==> src/rtl/present_enc_ctrl_if.sv <==
// Key / plaintext / ciphertext valid-ready bundle for present_enc_ctrl.
// The slave modport is the controller's view; master is the upstream/downstream side.
interface present_enc_ctrl_if #(
    parameter int unsigned KEY_W = 80,
    parameter int unsigned BLK_W = 64
);
    logic [KEY_W-1:0] key;
    logic             key_valid;
    logic             key_ready;
    logic [BLK_W-1:0] pt;
    logic             pt_valid;
    logic             pt_ready;
    logic [BLK_W-1:0] ct;
    logic             ct_valid;
    logic             ct_ready;

    modport master (
        output key, key_valid, pt, pt_valid, ct_ready,
        input  key_ready, pt_ready, ct, ct_valid
    );

    modport slave (
        input  key, key_valid, pt, pt_valid, ct_ready,
        output key_ready, pt_ready, ct, ct_valid
    );
endinterface

==> src/rtl/present_enc_ctrl.sv <==
// Sequencing front-end for a PRESENT-80 core: reloads the master key, loads the block,
// counts rounds and hands out the ciphertext. Optional prefetch: PRESENT_ENC_CTRL_PT_PREFETCH_EN.
module present_enc_ctrl #(
    parameter int unsigned NUM_ROUNDS = 31,
    parameter int unsigned KEY_W      = 80,
    parameter int unsigned BLK_W      = 64
) (
    input  logic                 clk_i,
    input  logic                 rst_ni,
    present_enc_ctrl_if.slave    bus,
    output logic                 busy_o,
    output logic [KEY_W-1:0]     core_data_i_o,
    output logic                 core_key_load_o,
    output logic                 core_data_load_o,
    input  logic [BLK_W-1:0]     core_data_o_i
);

    typedef enum logic [2:0] {
        StIdle, StReady, StKeyLd, StDLoad, StRun, StFinish, StDone
    } state_e;

    state_e           state_q;
    logic [KEY_W-1:0] key_q;
    logic [BLK_W-1:0] pt_q;
    logic [BLK_W-1:0] ct_q;
    logic             ct_valid_q;
    logic [4:0]       round_cnt_q;
    logic             key_ready;
    logic             pt_ready;
    logic             key_hs;
    logic             pt_hs;

`ifdef PRESENT_ENC_CTRL_PT_PREFETCH_EN
    logic [BLK_W-1:0] pf_q;
    logic             pf_valid_q;
`endif

    always_comb begin
        key_ready = 1'b0;
        pt_ready  = 1'b0;
        case (state_q)
            StIdle:  key_ready = 1'b1;
            // A simultaneous key offer wins; the plaintext waits a cycle.
            StReady: begin
                key_ready = 1'b1;
                pt_ready  = ~bus.key_valid;
            end
`ifdef PRESENT_ENC_CTRL_PT_PREFETCH_EN
            StKeyLd, StDLoad, StRun, StFinish, StDone: pt_ready = ~pf_valid_q;
`endif
            default: ;
        endcase
    end

    assign key_hs       = bus.key_valid & key_ready;
    assign pt_hs        = bus.pt_valid & pt_ready;
    assign bus.key_ready = key_ready;
    assign bus.pt_ready  = pt_ready;
    assign bus.ct        = ct_q;
    assign bus.ct_valid  = ct_valid_q;

    assign busy_o = (state_q == StKeyLd) || (state_q == StDLoad) ||
                    (state_q == StRun)   || (state_q == StFinish);

    always_comb begin
        core_key_load_o  = 1'b0;
        core_data_load_o = 1'b0;
        core_data_i_o    = '0;
        if (state_q == StKeyLd) begin
            core_key_load_o = 1'b1;
            core_data_i_o   = key_q;
        end else if (state_q == StDLoad) begin
            core_data_load_o = 1'b1;
            core_data_i_o    = {{(KEY_W - BLK_W){1'b0}}, pt_q};
        end
    end

    always_ff @(posedge clk_i or negedge rst_ni) begin
        if (!rst_ni) begin
            state_q     <= StIdle;
            key_q       <= '0;
            pt_q        <= '0;
            ct_q        <= '0;
            ct_valid_q  <= 1'b0;
            round_cnt_q <= '0;
`ifdef PRESENT_ENC_CTRL_PT_PREFETCH_EN
            pf_q        <= '0;
            pf_valid_q  <= 1'b0;
`endif
        end else begin
            case (state_q)
                StIdle: begin
                    if (key_hs) begin
                        key_q   <= bus.key;
                        state_q <= StReady;
                    end
                end
                StReady: begin
                    if (key_hs) begin
                        key_q <= bus.key;
                    end else if (pt_hs) begin
                        pt_q    <= bus.pt;
                        state_q <= StKeyLd;
                    end
                end
                StKeyLd: state_q <= StDLoad;
                StDLoad: begin
                    round_cnt_q <= 5'd1;
                    state_q     <= StRun;
                end
                StRun: begin
                    // Stop counting at the last round so the 5-bit counter never wraps.
                    if (round_cnt_q == 5'(NUM_ROUNDS)) begin
                        state_q <= StFinish;
                    end else begin
                        round_cnt_q <= round_cnt_q + 5'd1;
                    end
                end
                StFinish: begin
                    ct_q       <= core_data_o_i;
                    ct_valid_q <= 1'b1;
                    state_q    <= StDone;
                end
                StDone: begin
                    if (bus.ct_ready) begin
                        ct_valid_q <= 1'b0;
`ifdef PRESENT_ENC_CTRL_PT_PREFETCH_EN
                        if (pf_valid_q) begin
                            pt_q       <= pf_q;
                            pf_valid_q <= 1'b0;
                            state_q    <= StKeyLd;
                        end else if (pt_hs) begin
                            pt_q    <= bus.pt;
                            state_q <= StKeyLd;
                        end else begin
                            state_q <= StReady;
                        end
`else
                        state_q <= StReady;
`endif
                    end
                end
                default: state_q <= StIdle;
            endcase
`ifdef PRESENT_ENC_CTRL_PT_PREFETCH_EN
            // Plaintext arriving while a block is in flight parks in the slot, unless it
            // goes straight to pt_q on the ciphertext handshake.
            if (pt_hs && (state_q != StReady) && !((state_q == StDone) && bus.ct_ready)) begin
                pf_q       <= bus.pt;
                pf_valid_q <= 1'b1;
            end
`endif
        end
    end

endmodule

==> src/flat_wrapper.sv <==
// flat-port wrapper written by rule: the top's interface ports become plain ports
module present_enc_ctrl_flat 
#(
    parameter int unsigned NUM_ROUNDS = 31,
    parameter int unsigned KEY_W      = 80,
    parameter int unsigned BLK_W      = 64
)
  (clk_i, rst_ni, busy_o, core_data_i_o, core_key_load_o, core_data_load_o, core_data_o_i, bus_key, bus_key_valid, bus_pt, bus_pt_valid, bus_ct_ready, bus_key_ready, bus_pt_ready, bus_ct, bus_ct_valid);
  present_enc_ctrl_if #(.KEY_W(KEY_W), .BLK_W(BLK_W)) bus_i ();
  input  logic clk_i;
  input  logic rst_ni;
  output logic busy_o;
  output logic [KEY_W-1:0] core_data_i_o;
  output logic core_key_load_o;
  output logic core_data_load_o;
  input  logic [BLK_W-1:0] core_data_o_i;
  input wire logic [$bits(bus_i.key)-1:0] bus_key;
  input wire logic [$bits(bus_i.key_valid)-1:0] bus_key_valid;
  input wire logic [$bits(bus_i.pt)-1:0] bus_pt;
  input wire logic [$bits(bus_i.pt_valid)-1:0] bus_pt_valid;
  input wire logic [$bits(bus_i.ct_ready)-1:0] bus_ct_ready;
  output wire logic [$bits(bus_i.key_ready)-1:0] bus_key_ready;
  output wire logic [$bits(bus_i.pt_ready)-1:0] bus_pt_ready;
  output wire logic [$bits(bus_i.ct)-1:0] bus_ct;
  output wire logic [$bits(bus_i.ct_valid)-1:0] bus_ct_valid;
  assign bus_i.key = bus_key;
  assign bus_i.key_valid = bus_key_valid;
  assign bus_i.pt = bus_pt;
  assign bus_i.pt_valid = bus_pt_valid;
  assign bus_i.ct_ready = bus_ct_ready;
  assign bus_key_ready = bus_i.key_ready;
  assign bus_pt_ready = bus_i.pt_ready;
  assign bus_ct = bus_i.ct;
  assign bus_ct_valid = bus_i.ct_valid;
  present_enc_ctrl #(.NUM_ROUNDS(NUM_ROUNDS), .KEY_W(KEY_W), .BLK_W(BLK_W)) u_core (.clk_i(clk_i), .rst_ni(rst_ni), .bus(bus_i), .busy_o(busy_o), .core_data_i_o(core_data_i_o), .core_key_load_o(core_key_load_o), .core_data_load_o(core_data_load_o), .core_data_o_i(core_data_o_i));
endmodule
==> config.mk <==
export PLATFORM = sky130hd
export DESIGN_NAME = present_enc_ctrl_flat
export DESIGN_NICKNAME = d
export VERILOG_FILES = /design/src/rtl/present_enc_ctrl_if.sv /design/src/rtl/present_enc_ctrl.sv /design/src/flat_wrapper.sv
export SDC_FILE = /design/constraint.sdc
export NUM_CORES = 1
export LEC_CHECK = 0
export CAP_MARGIN = 20
export CORE_MARGIN = 2
export CORE_UTILIZATION = 49
export CTS_BUF_LIST = sky130_fd_sc_hd__clkbuf_8
export DETAILED_ROUTE_END_ITERATION = 12
export GPL_ROUTABILITY_DRIVEN = 0
export PLACE_DENSITY_LB_ADDON = 0.12
export SLEW_MARGIN = 20
export SYNTH_ARGS = -nofsm -noshare
export SYNTH_HDL_FRONTEND = slang
export SYNTH_SLANG_ARGS = --single-unit
export TNS_END_PERCENT = 100
==> constraint.sdc <==
create_clock -name clk_i -period 5.62 [get_ports clk_i]
set_input_delay 0.843 -clock clk_i [delete_from_list [all_inputs] [get_ports clk_i]]
set_output_delay 0.843 -clock clk_i [all_outputs]
set_load 0.05 [all_outputs]
# Word-level counts from Yosys, hierarchy flattened

Index checks and enable logic that the tools add are counted.
Widths: inputs -> output; s select.

$add $sub $neg: 1
Equality and inequality tests: 13
Multiplexer cells: 17
Bitwise operators: 4
Reduce and logical (&&, ||, !) cells: 12

Operators by type and width:

| cell                | count |
|---|---|
| $mux 80             | 1 |
| $mux 64             | 1 |
| $pmux 3 s7          | 1 |
| $mux 3              | 5 |
| $pmux 5 s2          | 1 |
| $eq 3x3->1 const B  | 3 |
| $ne 2x2->1 const B  | 4 |
| $eq 3x2->1 const B  | 2 |
| $mux 1              | 6 |
| $reduce_and 2->1    | 3 |
| $add 5x1->5 const B | 1 |
| $eq 5x5->1 const B  | 1 |
| $mux 5              | 1 |
| $reduce_and 5->1    | 1 |
| $ne 2x1->1 const B  | 2 |
| $reduce_bool 2->1   | 2 |
| $eq 3x1->1 const B  | 1 |
| $logic_not 3->1     | 1 |
| $logic_or 1x1->1    | 3 |
| $reduce_and 3->1    | 1 |
| $and 1x1->1         | 2 |
| $not 1->1           | 2 |
| $pmux 1 s2          | 1 |
| $reduce_or 2->1     | 1 |

Bits in registers: 217
Input port bits: 213
Output and inout port bits: 150
Logic and storage cells: 53

# Logic depth before layout (Yosys ltp)

Depth after elaboration: 6
Mapped depth: 6
Mapped depth without buffers: 6

# Worst setup path after synthesis

OpenSTA, ideal clock, no wires.

Path kind: register to output
Start point: reg u_core.state_q[2]
End point: out core_data_i_o[70]
Data arrival time: 1.939 ns
Data required time: 4.777 ns
Slack: 2.838 ns
Cell stages (with the launch flop): 6
Path buffers: 3
Cell sequence: dfrtp_1 -> buf_6 -> nor3b_1 -> buf_2 -> clkbuf_1 -> and2_1

Cells in the longest elaborated chain, start to end: 2

RTL lines:

| element                | line                    | RTL |
|---|---|---|
| from (decl)            | present_enc_ctrl.sv:22  | `state_e state_q;` |
| from (signal assigned) | present_enc_ctrl.sv:80  | `state_q <= StIdle;` |
| from (signal assigned) | present_enc_ctrl.sv:95  | `state_q <= StReady;` |
| from (signal assigned) | present_enc_ctrl.sv:103 | `state_q <= StKeyLd;` |
| $eq 3x2->1             | present_enc_ctrl.sv:69  | `if (state_q == StKeyLd) begin` |
| $mux 80                | present_enc_ctrl.sv:69  |  |
| to (decl)              | flat_wrapper.sv:13      | `output logic [KEY_W-1:0] core_data_i_o;` |

Every way passes these cells.

# Worst setup path after layout

Start point: reg u_core.state_q[1]
End point: out core_data_i_o[1]

Cells in the longest elaborated chain, start to end: 3
Elaborated cells on any way between the ends: 4
Those cells by class: eq/ne (2); mux (2)

RTL lines:

| element     | line                   | RTL |
|---|---|---|
| $eq 3x2->1  | present_enc_ctrl.sv:72 | `end else if (state_q == StDLoad) begin` |
| $mux 64     | present_enc_ctrl.sv:72 |  |
| $mux 80 (*) | present_enc_ctrl.sv:69 |  |

Mark *: on every way between the ends. The rest lies on a longest branch, timed or not.

==> key figures <==
Critical path
  – Critical path's largest stage delay: between 0.8 and 0.9 ns
  – Worst path cell trace: nand2_1 > nor2_4 > buf_4 > a22o_1 > clkdlybuf4s50_1
  – R2R depth: 4
  – CP max-delay cell: clkdlybuf4s50_1
  – Critical path arrival: approximately 3.7 ns
  – Nature of the critical path startpoint: flop
  – Crit path max fanout: 39
  – CP Data Required Time: between 4 and 5 ns
  – Setup Crit Path Kind: reg2out
  – Crit end category: primary output

Synthesis
  – #FFs+latches synth: 217
  – Simple-gate area share of the yosys netlist: around 2.9%
  – Count leader, synth: dfrtp_1
  – Synth area leader: dfrtp_1
  – Warnings, synthesis: 0
  – Main combinational cell family by area after synthesis: multiplexers
  – Mapped Area: slightly above 9000 sq um
  – Cells after Synth: ~600
  – EDFF count, synth: 0
  – Top post-synthesis cells by area: dfrtp_1 (59%), mux2_2 (18%), mux2_4 (9.8%)
  – Post-synthesis mux area share: between 20% and 30%
  – Synth Area in Compound Gates: 7.320%
  – Synth Area in XOR/XNOR: 0.09489%
  – Synth top area share: about three fifths
  – Fraction of the mapped netlist area in adder cells: less than 1%
  – Commonest cells post-synth: dfrtp_1 (217), mux2_2 (148), a22o_1 (64)
  – Main flop type after synthesis: dfrtp_1
  – Syn_nets: between 800 and 900
  – Unique masters post-synth: 32
  – Seq/Total Area, Yosys: about three fifths
  – Synth Area per Inst: 15.46 sq um
  – Async SR Flop Fraction: between 90% and 100%

Route
  – Drt wl/cell: around 21 um
  – Vias per cell: ~5.3
  – First-pass DRT Iterations: 4
  – Vias: approximately 6,400
  – DRT iter0 DRCs: ~250
  – # DRC: 0
  – Remaining antenna violation count: 0
  – Routed Wire Length: 25,120 um

Global route
  – GR Overflow Total: 0
  – Initial antenna violation count: 2
  – Pin count of the biggest net entering global routing: 116
  – Total track usage: between 20% and 30%
  – First-pass GRT wire length: roughly 38,000 um
  – Vias in the first global route: about 6,900

Die
  – Cell row count: 50
  – Die H: roughly 140 um
  – Die Width: ~140 um
  – Starting Density: about half
  – Core Box Area: approximately 19,000 sq um
  – I/O Pins: around 360
  – DIE AREA: 19,950 sq um

Layout
  – Finished Cell Area: ~14,000 sq um
  – Nets: roughly 1,200
  – Area of the multi-input gates: between 3000 and 4000 sq um
  – Fill cells: 1,223
  – Share of cells above drive strength 1: 27.90%
  – Register area: around 5400 sq um
  – Area Overhead vs Synth: 48.62%

Power
  – P per Cell Area: about 620 nW/um^2
  – Sequential Power Share: ~33%
  – Clock Power Share: between 10% and 20%
  – Combinational Power Share: between 50% and 60%
  – Net Switching: approximately 3.5 mW
  – Peak VDD IR: around 0.31 mV
  – P_leak: slightly below 6 nW
  – Internal: 5.037 mW
  – Sw frac: between 40% and 50%

Timing
  – Final Hold Viols: 0
  – Highest Clock Rate: 219.9 MHz
  – Actual slew at the worst max-slew pin: approximately 0.90 ns
  – Setup repair after global routing missed its margin: no
  – Clk_skew: around 0.025 ns
  – Period utilisation layout: about 81%
  – Slew margin rel.: ~40%
  – Setup TNS: 0 ns
  – Slew Limit Fails: 0
  – Finish-stage setup viols: 0
  – Minimum clock period: about 4.5 ns

CTS
  – Post-CTS setup buffers: 0
  – CTS tree: built
  – Clock transition at path regs: 0.05 ns
  – H-tree levels: 2
  – Clk Latency, worst-skew pair: ~0.52 ns
  – Post-cts sizing count: 0
  – TritonCTS Buffers: 37
  – Clock tree sinks: between 200 and 250
  – Hold_buf cts: 0
  – Clock buffer depth: 3
  – Root buffer cell: clkbuf_8

Run
  – # Max-Cap Violations: 0

Place
  – Post-detail-place hpwl: 17,860 um
  – IO Port Bufs: 362
  – Post-Place Cell Area: roughly 13,000 sq um

Min path
  – Hold Crit Class: in2async

Run status
  – Status: completed
## registers in the layout, summed over array words and instances (netlist names)
signal	count
u_core.pt_q	64
u_core.round_cnt_q	5
u_core.state_q	3
u_core.bus.ct_valid	1
u_core.key_q	80
u_core.bus.ct	64
## metal layers
| metal | track usage, % | vias up | wire, um |
|---|---|---|---|
| met5 | 0 | - | 0 |
| met4 | 10.47 | 0 | 917 |
| met3 | 8.254 | 58 | 2166 |
| met2 | 41.21 | 276 | 12350 |
| met1 | 28.75 | 3176 | 9681 |
| li1 | - | 2902 | - |
## per-stage QoR
stage                     instances  setup slack (ns)  hold slack, ns  util, %  power (mW)
after floorplan                 597             2.838          0.4721        -       5.805
after global placement         1155             1.765          0.4817    69.81       7.075
after detailed placement       1155             1.627          0.4868    69.81       7.196
after CTS                      1215             1.067          0.4299    73.70       8.615
after global routing           1218            0.8703          0.4615    73.83       8.952
final                          1218             1.072          0.3619    73.83       8.557
## critical path: cells and delay by family, from the launching register on
| kind | cells | cell delay (ns) |
|---|---|---|
| AO/OA/AOI/OAI | 1 | 0.22 |
| buffers and inverters | 2 | 1.35 |
| flip-flops | 1 | 0.68 |
| AND/OR/NAND/NOR | 2 | 0.92 |
## placed cells by master (no fill, tap or decap), drive strengths merged
cell,n
and2,17
o22ai,3
and3,1
o31ai,1
nor3b,1
nand2b,2
nor3,2
mux2i,1
dfrtp,217
diode,2
a211oi,1
bufinv,1
clkinv,5
a21o,1
nand2,4
inv,7
clkbuf,47
clkinvlp,1
nor4b,1
mux2,208
xor2,1
nand3b,2
and4b,1
nor2b,2
a22o,64
ha,2
a21oi,9
nor2,6
buf,6
o21ai,4
o221ai,1
nor4bb,1
clkdlybuf4s50,361
or4b,1
## final cells by class
| class | count | share of cell area (%) |
|---|---|---|
| diodes | 2 | 0.03648 |
| clock buffers | 46 | 4.615 |
| clock inverters | 14 | 0.6476 |
| multi-input cells | 337 | 26.03 |
| flip-flops and latches | 217 | 39.58 |
| well taps | 234 | 2.134 |
| repair buffers | 368 | 26.95 |
## final timing paths
kind,endpoint,from,slack (ns)
hold / removal,u_core.key_q[62],rst_ni,0.36
setup / recovery,core_data_i_o[1],u_core.state_q[1],1.07
max in group asynchronous,u_core.bus.ct[36],rst_ni,4.03
hold reg to reg,u_core.key_q[71],u_core.key_q[71],0.50
setup reg to reg,u_core.pt_q[0],u_core.state_q[2],3.03
min in group clk_i,u_core.key_q[71],u_core.key_q[71],0.50
## power groups by stage
stage / Clock [mW] / Combinational [mW] / Sequential [mW]
CTS: 1.42 / 4.34 / 2.85
floorplan: 0 / 2.26 / 3.54
global placement: 0 / 4.24 / 2.83
detailed placement: 0 / 4.33 / 2.86
global route: 1.50 / 4.51 / 2.95
finish: 1.38 / 4.32 / 2.86
## cells by family (layout without fill, tap and decap cells)
family	after synthesis	after routing
xor gates and xnor gates	1	1
AOI/OAI and AO/OA	84	84
DFF	217	217
adders and majority gates	2	2
muxes	209	209
other	0	2
and+or+nand+nor	41	41
buffers and inverters	43	428
(Power assumes the default switching activity.)
